<file path="src/rtl/axis_rx_lane_packer_if.sv">
// Bus bundle for axis_rx_lane_packer: AXI-Stream beat input, packed-word output
// and the protocol-error flag. slave = packer side, master = upstream/consumer side.
interface axis_rx_lane_packer_if #(
  parameter int DATA_WIDTH = 16,
  parameter int OUT_WIDTH  = 64
);
  localparam int KB  = DATA_WIDTH / 8;
  localparam int OKB = OUT_WIDTH / 8;

  logic                  TVALID;
  logic                  TREADY;
  logic [DATA_WIDTH-1:0] TDATA;
  logic [KB-1:0]         TKEEP;
  logic [KB-1:0]         TSTRB;
  logic                  TLAST;
  logic                  TID;
  logic [1:0]            TUSER;
  logic [7:0]            TDEST;

  logic [OUT_WIDTH-1:0]  out_data;
  logic [OKB-1:0]        out_keep;
  logic                  out_valid;
  logic                  out_ready;
  logic                  out_last;
  logic                  out_id;
  logic [1:0]            out_user;
  logic                  proto_err;

  modport slave (
    input  TVALID, TDATA, TKEEP, TSTRB, TLAST, TID, TUSER, TDEST, out_ready,
    output TREADY, out_data, out_keep, out_valid, out_last, out_id, out_user,
           proto_err
  );

  modport master (
    output TVALID, TDATA, TKEEP, TSTRB, TLAST, TID, TUSER, TDEST, out_ready,
    input  TREADY, out_data, out_keep, out_valid, out_last, out_id, out_user,
           proto_err
  );
endinterface

</file>
<file path="src/rtl/axis_rx_lane_packer.sv">
// AXI-Stream receiver packing DATA_WIDTH beats little-endian into OUT_WIDTH words.
// Optional sticky protocol monitor enabled by defining AXIS_RX_PROTOCOL_CHECK_EN.
module axis_rx_lane_packer #(
  parameter int         DATA_WIDTH = 16,
  parameter int         OUT_WIDTH  = 64,
  parameter logic [7:0] DEST_ID    = 8'h00
) (
  input  logic                ACLK,
  input  logic                ARESET,
  axis_rx_lane_packer_if.slave s
);
  localparam int BEATS = OUT_WIDTH / DATA_WIDTH;
  localparam int KB    = DATA_WIDTH / 8;
  localparam int OKB   = OUT_WIDTH / 8;
  localparam int IDXW  = (BEATS > 1) ? $clog2(BEATS) : 1;

  typedef enum logic [0:0] {
    COLLECT = 1'b0,
    HOLD    = 1'b1
  } state_t;

  state_t               state;
  logic [IDXW-1:0]      idx;
  logic [OUT_WIDTH-1:0] data_q;
  logic [OKB-1:0]       keep_q;
  logic                 valid_q;
  logic                 last_q;
  logic                 id_q;
  logic [1:0]           user_q;

  logic                 tready;
  logic                 hs;
  logic                 dest_match;
  logic                 final_beat;
  int unsigned          lane_base;
  logic [OUT_WIDTH-1:0] data_next;
  logic [OKB-1:0]       keep_next;

  assign tready     = !ARESET && (state == COLLECT);
  assign hs         = s.TVALID && tready;
  assign dest_match = (s.TDEST == DEST_ID);
  assign final_beat = (idx == IDXW'(BEATS - 1)) || s.TLAST;
  assign lane_base  = KB * idx;

  // Merge the incoming beat into the current accumulator at byte lane idx*KB.
  always_comb begin
    data_next = data_q;
    keep_next = keep_q;
    for (int unsigned b = 0; b < KB; b++) begin
      data_next[(lane_base + b) * 8 +: 8] =
        (s.TKEEP[b] && s.TSTRB[b]) ? s.TDATA[b * 8 +: 8] : 8'h00;
      keep_next[lane_base + b] = s.TKEEP[b];
    end
  end

  always_ff @(posedge ACLK) begin
    if (ARESET) begin
      state   <= COLLECT;
      idx     <= '0;
      data_q  <= '0;
      keep_q  <= '0;
      valid_q <= 1'b0;
      last_q  <= 1'b0;
      id_q    <= 1'b0;
      user_q  <= '0;
    end else begin
      case (state)
        COLLECT: begin
          if (hs && dest_match) begin
            data_q <= data_next;
            keep_q <= keep_next;
            if (idx == '0) begin
              id_q   <= s.TID;
              user_q <= s.TUSER;
            end
            if (final_beat) begin
              state   <= HOLD;
              valid_q <= 1'b1;
              last_q  <= s.TLAST;
            end else begin
              idx <= idx + 1'b1;
            end
          end
        end
        HOLD: begin
          if (valid_q && s.out_ready) begin
            state   <= COLLECT;
            idx     <= '0;
            data_q  <= '0;
            keep_q  <= '0;
            valid_q <= 1'b0;
            last_q  <= 1'b0;
          end
        end
        default: begin
          state <= COLLECT;
          idx   <= '0;
        end
      endcase
    end
  end

  assign s.TREADY    = tready;
  assign s.out_data  = data_q;
  assign s.out_keep  = keep_q;
  assign s.out_valid = valid_q;
  assign s.out_last  = last_q;
  assign s.out_id    = id_q;
  assign s.out_user  = user_q;

`ifdef AXIS_RX_PROTOCOL_CHECK_EN
  logic                  stall_q;
  logic [DATA_WIDTH-1:0] pdata_q;
  logic [KB-1:0]         pkeep_q;
  logic                  plast_q;
  logic [7:0]            pdest_q;
  logic                  err_q;

  // Observes only: a stalled beat must stay asserted and unchanged until taken.
  always_ff @(posedge ACLK) begin
    if (ARESET) begin
      stall_q <= 1'b0;
      pdata_q <= '0;
      pkeep_q <= '0;
      plast_q <= 1'b0;
      pdest_q <= '0;
      err_q   <= 1'b0;
    end else begin
      stall_q <= s.TVALID && !tready;
      pdata_q <= s.TDATA;
      pkeep_q <= s.TKEEP;
      plast_q <= s.TLAST;
      pdest_q <= s.TDEST;
      if (stall_q && (!s.TVALID || (s.TDATA != pdata_q) || (s.TKEEP != pkeep_q) ||
                      (s.TLAST != plast_q) || (s.TDEST != pdest_q)))
        err_q <= 1'b1;
      if (hs && !s.TLAST && (s.TKEEP == '0))
        err_q <= 1'b1;
      if (hs && ((s.TSTRB & ~s.TKEEP) != '0))
        err_q <= 1'b1;
    end
  end

  assign s.proto_err = err_q;
`else
  assign s.proto_err = 1'b0;
`endif
endmodule
</file>
<file path="src/flat_wrapper.sv">
// flat-port wrapper written by rule: the top's interface ports become plain ports
module axis_rx_lane_packer_flat 
#(
  parameter int         DATA_WIDTH = 16,
  parameter int         OUT_WIDTH  = 64,
  parameter logic [7:0] DEST_ID    = 8'h00
)
  (ACLK, ARESET, s_TVALID, s_TDATA, s_TKEEP, s_TSTRB, s_TLAST, s_TID, s_TUSER, s_TDEST, s_out_ready, s_TREADY, s_out_data, s_out_keep, s_out_valid, s_out_last, s_out_id, s_out_user, s_proto_err);
  axis_rx_lane_packer_if #(.DATA_WIDTH(DATA_WIDTH), .OUT_WIDTH(OUT_WIDTH)) s_i ();
  input  logic ACLK;
  input  logic ARESET;
  input wire logic [$bits(s_i.TVALID)-1:0] s_TVALID;
  input wire logic [$bits(s_i.TDATA)-1:0] s_TDATA;
  input wire logic [$bits(s_i.TKEEP)-1:0] s_TKEEP;
  input wire logic [$bits(s_i.TSTRB)-1:0] s_TSTRB;
  input wire logic [$bits(s_i.TLAST)-1:0] s_TLAST;
  input wire logic [$bits(s_i.TID)-1:0] s_TID;
  input wire logic [$bits(s_i.TUSER)-1:0] s_TUSER;
  input wire logic [$bits(s_i.TDEST)-1:0] s_TDEST;
  input wire logic [$bits(s_i.out_ready)-1:0] s_out_ready;
  output wire logic [$bits(s_i.TREADY)-1:0] s_TREADY;
  output wire logic [$bits(s_i.out_data)-1:0] s_out_data;
  output wire logic [$bits(s_i.out_keep)-1:0] s_out_keep;
  output wire logic [$bits(s_i.out_valid)-1:0] s_out_valid;
  output wire logic [$bits(s_i.out_last)-1:0] s_out_last;
  output wire logic [$bits(s_i.out_id)-1:0] s_out_id;
  output wire logic [$bits(s_i.out_user)-1:0] s_out_user;
  output wire logic [$bits(s_i.proto_err)-1:0] s_proto_err;
  assign s_i.TVALID = s_TVALID;
  assign s_i.TDATA = s_TDATA;
  assign s_i.TKEEP = s_TKEEP;
  assign s_i.TSTRB = s_TSTRB;
  assign s_i.TLAST = s_TLAST;
  assign s_i.TID = s_TID;
  assign s_i.TUSER = s_TUSER;
  assign s_i.TDEST = s_TDEST;
  assign s_i.out_ready = s_out_ready;
  assign s_TREADY = s_i.TREADY;
  assign s_out_data = s_i.out_data;
  assign s_out_keep = s_i.out_keep;
  assign s_out_valid = s_i.out_valid;
  assign s_out_last = s_i.out_last;
  assign s_out_id = s_i.out_id;
  assign s_out_user = s_i.out_user;
  assign s_proto_err = s_i.proto_err;
  axis_rx_lane_packer #(.DATA_WIDTH(DATA_WIDTH), .OUT_WIDTH(OUT_WIDTH), .DEST_ID(DEST_ID)) u_core (.ACLK(ACLK), .ARESET(ARESET), .s(s_i));
endmodule
</file>
<file path="config.mk">
export PLATFORM = sky130hd
export DESIGN_NAME = axis_rx_lane_packer_flat
export DESIGN_NICKNAME = d
export VERILOG_FILES = /design/src/rtl/axis_rx_lane_packer_if.sv /design/src/rtl/axis_rx_lane_packer.sv /design/src/flat_wrapper.sv
export SDC_FILE = /design/constraint.sdc
export NUM_CORES = 1
export LEC_CHECK = 0
export CAP_MARGIN = 20
export CORE_MARGIN = 5
export CORE_UTILIZATION = 39
export CTS_BUF_LIST = sky130_fd_sc_hd__clkbuf_2
export CTS_CLUSTER_DIAMETER = 80
export DETAILED_ROUTE_END_ITERATION = 12
export GPL_TIMING_DRIVEN = 0
export PLACE_DENSITY = 0.71
export SETUP_SLACK_MARGIN = 0.5
export SYNTH_ARGS = -nofsm -noshare
export SYNTH_HDL_FRONTEND = slang
export SYNTH_SLANG_ARGS = --single-unit
</file>
<file path="constraint.sdc">
create_clock -name ACLK -period 3.8 [get_ports ACLK]
set_input_delay 0.76 -clock ACLK [delete_from_list [all_inputs] [get_ports ACLK]]
set_output_delay 0.76 -clock ACLK [all_outputs]
set_load 0.05 [all_outputs]
</file>
; ---- After elaboration in Yosys (flattened, before gate mapping)
; Index checks and enable logic that the tools add are counted.
; Widths: inputs -> output; s select.
[classes]
magnitude_cmp = 4
reduce_logical = 16
n_bitwise = 1
muxes = 31
n_div = 0
mul = 0
shift = 4
eq_ne = 5
n_addsub = 4
[ops]
columns = op, n
row1 = $bwmux 64, 2
row2 = $mux 64, 2
row3 = $pmux 64 s2, 1
row4 = $shift 8x34->64 const A, 2
row5 = $shiftx 8x34->64, 2
row6 = $neg 32->34, 1
row7 = $neg 6->34, 1
row8 = $ge 32x1->1 const B, 1
row9 = $lt 32x4->1 const B, 1
row10 = $mux 8, 4
row11 = $bwmux 8, 2
row12 = $pmux 8 s2, 1
row13 = $mux 1, 10
row14 = $reduce_and 3->1, 3
row15 = $logic_and 1x1->1, 8
row16 = $logic_not 8->1, 1
row17 = $mux 2, 3
row18 = $ne 2x2->1 const B, 3
row19 = $pmux 1 s2, 3
row20 = $add 3x1->4 const B, 1
row21 = $lt 3x4->1 const B, 1
row22 = $pmux 2 s2, 1
row23 = $demux 1 s3, 1
row24 = $ge 3x1->1 const B, 1
row25 = 9 further kinds, 9
[word_totals]
wordCells = 73
n_memories = 0
inputBits = 36
rom_bits = 0
ram_bits = 0
reg_bits = 80
out_inout_bits = 79
latchBits = 0

; ---- Longest topological paths before layout
; Gate-level depths: netlist of the first run.
[depth]
ltp_word = 8
mapped_depth = 8
depth_no_buf = 6

; ---- Worst setup path before layout of the first run
; Ideal clock, no wire load.
[synth_timing]
path_type = input -> register
startpoint = input ARESET
endpoint = register u_core.data_q[10], in the netlist u_core.s.out_data[10]
n_path_buf = 2
path_slack_ps = 1118
required_ps = 3728
path_stages = 6
arrival_ps = 2611
setup_ps = 72
path_cell_list = nor2_1 > and4_1 > buf_4 > a21o_1 > buf_4 > mux2i_1
[synth_between]
elab_chain_len = 6
[synth_lines]
columns = item, line_no
row1 = "start, declared", flat_wrapper.sv:11  ; input logic ARESET;
row2 = $logic_not 1->1, axis_rx_lane_packer.sv:39  ; assign tready = !ARESET && (state == COLLECT);
row3 = $logic_and 1x1->1, axis_rx_lane_packer.sv:39
row4 = $logic_and 1x1->1, axis_rx_lane_packer.sv:40  ; assign hs = s.TVALID && tready;
row5 = $logic_and 1x1->1, axis_rx_lane_packer.sv:69  ; if (hs && dest_match) begin
row6 = $ne 2x2->1 (no line), --
row7 = $reduce_and 2->1 (no line), --
row8 = "end signal, assigned", axis_rx_lane_packer.sv:70  ; data_q <= data_next;
row9 = "end, declared", axis_rx_lane_packer.sv:24  ; logic [OUT_WIDTH-1:0] data_q;
; Several ways; a longest one is shown, not always the timed one.
; A chain may end at the register's enable or synchronous reset.

; ---- Worst setup path in the final report of the first run
[layout_timing]
startpoint = input ARESET
endpoint = output s_TREADY
[layout_between]
elab_chain_len = 2
[layout_lines]
columns = item, line_no
row1 = $logic_not 1->1, axis_rx_lane_packer.sv:39
row2 = $logic_and 1x1->1, axis_rx_lane_packer.sv:39
row3 = "end, declared", flat_wrapper.sv:21  ; output wire logic [$bits(s_i.TREADY)-1:0] s_TREADY;
; Every way passes these cells.

==> flow_summary.toml, run 1 <==
[yosys]
synth_enable_flop_cells = 0
synthArstFlopShare_pct = 0
syn_avg_cell_area_um2 = 9.90
yosys_warnings = 0
synth_seq_area_share_pct = 45.3
ys.flop_type = "dfxtp_1"
ys_types = 40
syn_area_mm2 = 0.00354
syn_nets = 400
synth_seq_cells = 80
syn_inst = 357

[run_status]
status = "finished clean"

[sta]
fin_setup_tns_ps = 0
hold_viol = 0
max_freq_mhz = 328
fin_crit_sh_pct = 80.4
worst_pin_slew_ps = 800
setup_slack_ps = 747
rsz0062_at_grt = "false"
finalSetupViolCount = 0
final.min_clock_period_ps = 3050
skew_ps = 28.0
maxSlewViolCount = 0
relSlewSlack_pct = 46.2

[floorplan]
ios = 115
start_util_pct = 40.3
rows = 34
die_w_um = 105
die_area_mm2 = 0.0111
fp.dieH_um = 105
coreArea_mm2 = 0.00876

[clock_network]
cts_max_path_buffers = 2
clk_latency_ps = 560
clkSinkCount = 80
cts-buffers-inserted = 9
cts_tree = "yes"
cts_max_level = 3
postCtsHoldBufs = 0
clockRootBuffer = "clkbuf_2"
path_clk_slew_ps = 200

[worst_hold_path]
hold_class = "flip-flop to flip-flop"

[critical_path]
end_kind = "output port"
crit_type = "input pin to output port"
worstPathMaxFanout = 8
arrival_ps = 2290
critPathRequiredTime_ps = 3040
start_kind = "input pin"

[layout]
diodes = 0
instances_no_fill = 593
fin_util_pct = 55.9
layout-area-overhead-vs-synth_pct = 38.5
nFillCells = 799
layout-drive-gt1-share_pct = 5.98
final_nets = 523

[pwr]
power_mw = 1.39
irDropWorstVdd_mv = 0.139
cellLeakagePower_nw = 1.61
power_density_mw_per_mm2 = 283

[global_routing]
grt_start_max_net_pins = 14
antenna_found_initial = 0
grt_overflow = 0
track_usage_pct = 19.4
grt_pass1_wl_mm = 17.4
grt_pass1_vias = 3288

[routing]
wl_per_cell_um = 18.2
wl_mm = 10.8
postRouteAntennaNets = 0
drt_iter0_drc = 180
vias = 3271
dr.pass1.iters = 5
vias_per_cell = 5.52
drc = 0

[placement]
dpl.hpwl_mm = 8.16
dp_slack_ps = 438
io_buffers = 112
gp_congestion = 0.799
dpl.cell_count = 577

[run]
maxCapViolCount = 0
## cells in the mapped netlist, types with 7 or more instances
master / number / share of area [%]
o31ai_1: 24 / 5.1
ha_1: 7 / 2.5
nand2b_1: 27 / 4.8
clkbuf_1: 18 / 1.9
dfxtp_1: 80 / 45
nand4b_1: 32 / 7.9
o21ai_0: 9 / 1.3
a22o_1: 10 / 2.5
nand4_1: 8 / 1.4
nand3_1: 14 / 2.0
nand2_1: 38 / 4.0
mux2i_1: 30 / 8.5
## timing repair
item | in CTS | in global routing
setup buffers | 0 | 0
resized for setup | 1 | 0
endpoints found under the setup margin | 1 | 0
## cells by family (layout without fill, tap and decap cells)
group	count (synthesis)	in the layout	synth area share, %
buffers and inverters	31	159	3.68
AND/OR/NAND/NOR	148	148	26.8
other	1	1	0.106
AO/OA/AOI/OAI	60	60	13.1
multiplexers	30	30	8.49
flip-flops	80	80	45.3
adder cells (fa/ha/maj)	7	7	2.48
## metrics by stage
step	hold WS (ps)	area (µm²)
global placement	451	4790
CTS	494	4900
floorplan	680	3540
finish	486	4900
detailed placement	456	4790
global route	512	4900
## layout by cell type, fill, tap and decap left out, types with 2 or more instances in the layout
cell type / synthesis / layout
buf_1: 2 / 2
and3_1: 4 / 4
a22o_1: 10 / 10
clkbuf_1: 18 / 18
ha_1: 7 / 7
clkinv_1: 0 / 3
a32o_1: 2 / 2
nor4b_2: 2 / 2
nor4_4: 2 / 2
nand4b_1: 32 / 32
a21oi_2: 2 / 2
nand2b_1: 27 / 27
o21ai_0: 9 / 9
mux2i_1: 30 / 30
nor3b_1: 5 / 5
inv_1: 6 / 6
o21ai_4: 2 / 2
buf_2: 2 / 2
clkbuf_2: 0 / 9
nor2_1: 6 / 6
a21oi_1: 4 / 4
o31ai_1: 24 / 24
dfxtp_1: 80 / 80
nand4_1: 8 / 8
a21o_1: 3 / 3
or3_1: 2 / 2
clkdlybuf4s50_1: 0 / 111
buf_4: 3 / 3
nand2_1: 38 / 38
nand3_1: 14 / 14
## layer usage
metal	up-vias	global-route usage [%]	routed length [µm]
met5	-	0	0
met4	0	7.21	220
met3	19	5.13	739
met2	122	30.8	5150
met1	1575	25.4	4660
li1	1555	-	-
## report_power, final
| part | internal, mW | switching, mW |
|---|---|---|
| combinational | 0.0499 | 0.0523 |
| sequential | 0.841 | 0.0000726 |
| clock | 0.145 | 0.300 |
## final timing paths
kind | startpoint | to | slack [ps] | cells after the start
max | ARESET | s_TREADY | 750 | 3
min | u_core.s.out_keep[6] | u_core.s.out_keep[6] | 490 | 2
max reg2reg | u_core.idx[0] | u_core.s.out_data[38] | 1080 | 7
min reg2reg | u_core.s.out_keep[6] | u_core.s.out_keep[6] | 490 | 2
## worst max-delay path, stage by stage
cell	delay (ps)
clkdlybuf4s50_1	460
nor2_1	450
dlygate4sd2_1	620
## flip-flops by register name (all words and copies together) (netlist names)
register and cells:
u_core.s.out_last 1, u_core.state 1, u_core.idx 2, u_core.s.out_data 64
u_core.s.out_valid 1, u_core.s.out_user 2, u_core.s.out_id 1, u_core.s.out_keep 8
## area by class of cell
| class | instances | area [µm²] | share of cell area (%) |
|---|---|---|---|
| Tap cell | 108 | 135 | 2.76 |
| Clock inverter | 7 | 62.6 | 1.28 |
| Multi-Input combinational cell | 246 | 1800 | 36.8 |
| Buffer | 25 | 108 | 2.20 |
| Sequential cell | 80 | 1600 | 32.7 |
| Clock buffer | 9 | 45.0 | 0.920 |
| Inverter | 6 | 22.5 | 0.460 |
| Timing Repair Buffer | 112 | 1120 | 22.9 |
Power figures use the tool's default switching activity.
==> inputs of run 2 (changes only) <==
==> constraint.sdc (replaced) <==
create_clock -name ACLK -period 3.12 [get_ports ACLK]
set_input_delay 0.624 -clock ACLK [delete_from_list [all_inputs] [get_ports ACLK]]
set_output_delay 0.624 -clock ACLK [all_outputs]
set_load 0.05 [all_outputs]
==> run 2 against run 1 <==
Die area unchanged. Via count decreased by 0.21%. Count of clock-buffer cells in the layout unchanged. Routed wire length up 0.22%. Combinational power is 24% higher. Sequential power is 21% higher. Clock skew is essentially flat.
==> flow_summary.toml, run 2 (synthesis gave the netlist of run 1 again) <==
[pwr]
cellLeakagePower_nw = 1.64
p_int_mw = 1.26
irDropWorstVdd_mv = 0.169
power_frac_seq_pct = 60.4
sw_frac_of_total_pct = 25.5
clkPwrFrac_pct = 32.1
p_sw_uw = 433
power_density_mw_per_mm2 = 343
pwr-share-comb_pct = 7.4

[critical_path]
end_kind = "output port"
crit_family = "buffers and inverters"
worstSetupPathDepth = 3
arrival_ps = 1870
slowest_delay_ps = 470
reg2reg_to = "u_core.s.out_data[23]"
r2r_slack_ps = 780
path_buf_inv = 2
cp_slowest_cell = "clkdlybuf4s50_1"
reg2reg_from = "u_core.idx[0]"
worstPathMaxFanout = 8
critPathRequiredTime_ps = 2500
r2r_cells = 7
crit_chain = "clkdlybuf4s50_1, nor2_2, clkdlybuf4s15_2"
crit_type = "input pin to output port"
start_kind = "input pin"

[clock_network]
cts_tree = "yes"
path_clk_slew_ps = 210
clk_latency_ps = 550
cts_max_path_buffers = 2
postCtsHoldBufs = 0
cts_max_level = 3
cts-buffers-inserted = 9
clkSinkCount = 80
clockRootBuffer = "clkbuf_2"

[worst_hold_path]
hold_end = "u_core.s.out_keep[6]"
whs_path_depth = 2
hold_path.startpoint = "u_core.s.out_keep[6]"
hold_class = "flip-flop to flip-flop"

[routing]
vias_per_cell = 5.49
drc = 0
wl_mm = 10.8
wl_per_cell_um = 18.2
dr.pass1.iters = 4
vias = 3264
drt_iter0_drc = 151
postRouteAntennaNets = 0

[sta]
skew_ps = 28.1
rsz0062_at_grt = "false"
fin_crit_sh_pct = 79.8
relSlewSlack_pct = 57.1
fin_setup_tns_ps = 0
setup_slack_ps = 630
final.min_clock_period_ps = 2490
maxSlewViolCount = 0
max_freq_mhz = 402
worst_pin_slew_ps = 643
finalSetupViolCount = 0
hold_viol = 0

[run]
maxCapViolCount = 0

[global_routing]
antenna_found_initial = 0
grt_pass1_vias = 3288
grt_pass1_wl_mm = 17.4
grt_start_max_net_pins = 14
grt_overflow = 0
track_usage_pct = 19.4

[floorplan]
fp.dieH_um = 105
rows = 34
ios = 115
coreArea_mm2 = 0.00876
die_w_um = 105
start_util_pct = 40.3
die_area_mm2 = 0.0111

[run_status]
status = "finished clean"

[layout]
final_nets = 524
finalInstanceArea_mm2 = 0.00494
final_common_cell = "clkdlybuf4s50_1"
layout-area-overhead-vs-synth_pct = 39.7
diodes = 0
largest_reg_flops = 64
final_cell_mix = "111 x clkdlybuf4s50_1, 80 x dfxtp_1, 38 x nand2_1"
layout-drive-gt1-share_pct = 7.20

[placement]
gp_congestion = 0.799
io_buffers = 112
dpl.hpwl_mm = 8.16
placed_area_mm2 = 0.00479
dp_slack_ps = 30.1
run 2: worst max-delay path by stage:
| stage | slack, ps | endpoint | start |
|---|---|---|---|
| 2_1_floorplan | 570 | u_core.s.out_data[10] | ARESET |
| 3_3_place_gp | 30 | s_TREADY | ARESET |
| 3_5_place_dp | 30 | s_TREADY | ARESET |
| 4_1_cts | 450 | u_core.s.out_data[38] | u_core.idx[0] |
| 5_1_grt | 550 | s_TREADY | ARESET |
| 6_report | 630 | s_TREADY | ARESET |
run 2: timing repair:
action                                  4_1_cts  5_1_grt
buffers inserted                              0        1
endpoints found under the setup margin        4       27
gates resized for setup                       3        7
run 2: tightest hold or removal path, cell delays in order (launching register included):
cell and delay [ps]:
dfxtp_1 360, nand3_1 60, a21oi_1 50
run 2: layout make-up:
class	instances	area (µm²)
multi-input combinational	246	1830
clock buffer	9	45.0
buffer	25	109
clock inverter	7	62.6
fill	793	3820
inverter	6	22.5
sequential	80	1600
tap	108	135
timing repair buffer	113	1130
run 2: per-stage QoR:
stage / total power, mW / hold slack (ps) / utilization, % / cells
after floorplan: 1.09 / 680 / - / 357
after detailed placement: 1.17 / 456 / 54.7 / 577
final: 1.70 / 487 / 56.4 / 594
after CTS: 1.70 / 494 / 55.9 / 593
after global routing: 1.77 / 512 / 56.4 / 594
after global placement: 1.17 / 451 / 54.7 / 577
run 2: power by group through the flow:
stage	clock (mW)	sequential (mW)	combinational (mW)
finish	0.545	1.02	0.126
global placement	0	1.04	0.124
CTS	0.555	1.02	0.124
floorplan	0	1.04	0.0482
detailed placement	0	1.04	0.124
global route	0.607	1.03	0.133
run 2: layer usage:
| layer | vias to the layer above | global-route usage [%] | part of all wire (%) |
|---|---|---|---|
| li1 | 1561 | - | - |
| met1 | 1584 | 25.4 | 44 |
| met2 | 99 | 30.8 | 48 |
| met3 | 20 | 5.13 | 5.9 |
| met4 | 0 | 7.21 | 2.0 |
| met5 | - | 0 | 0 |
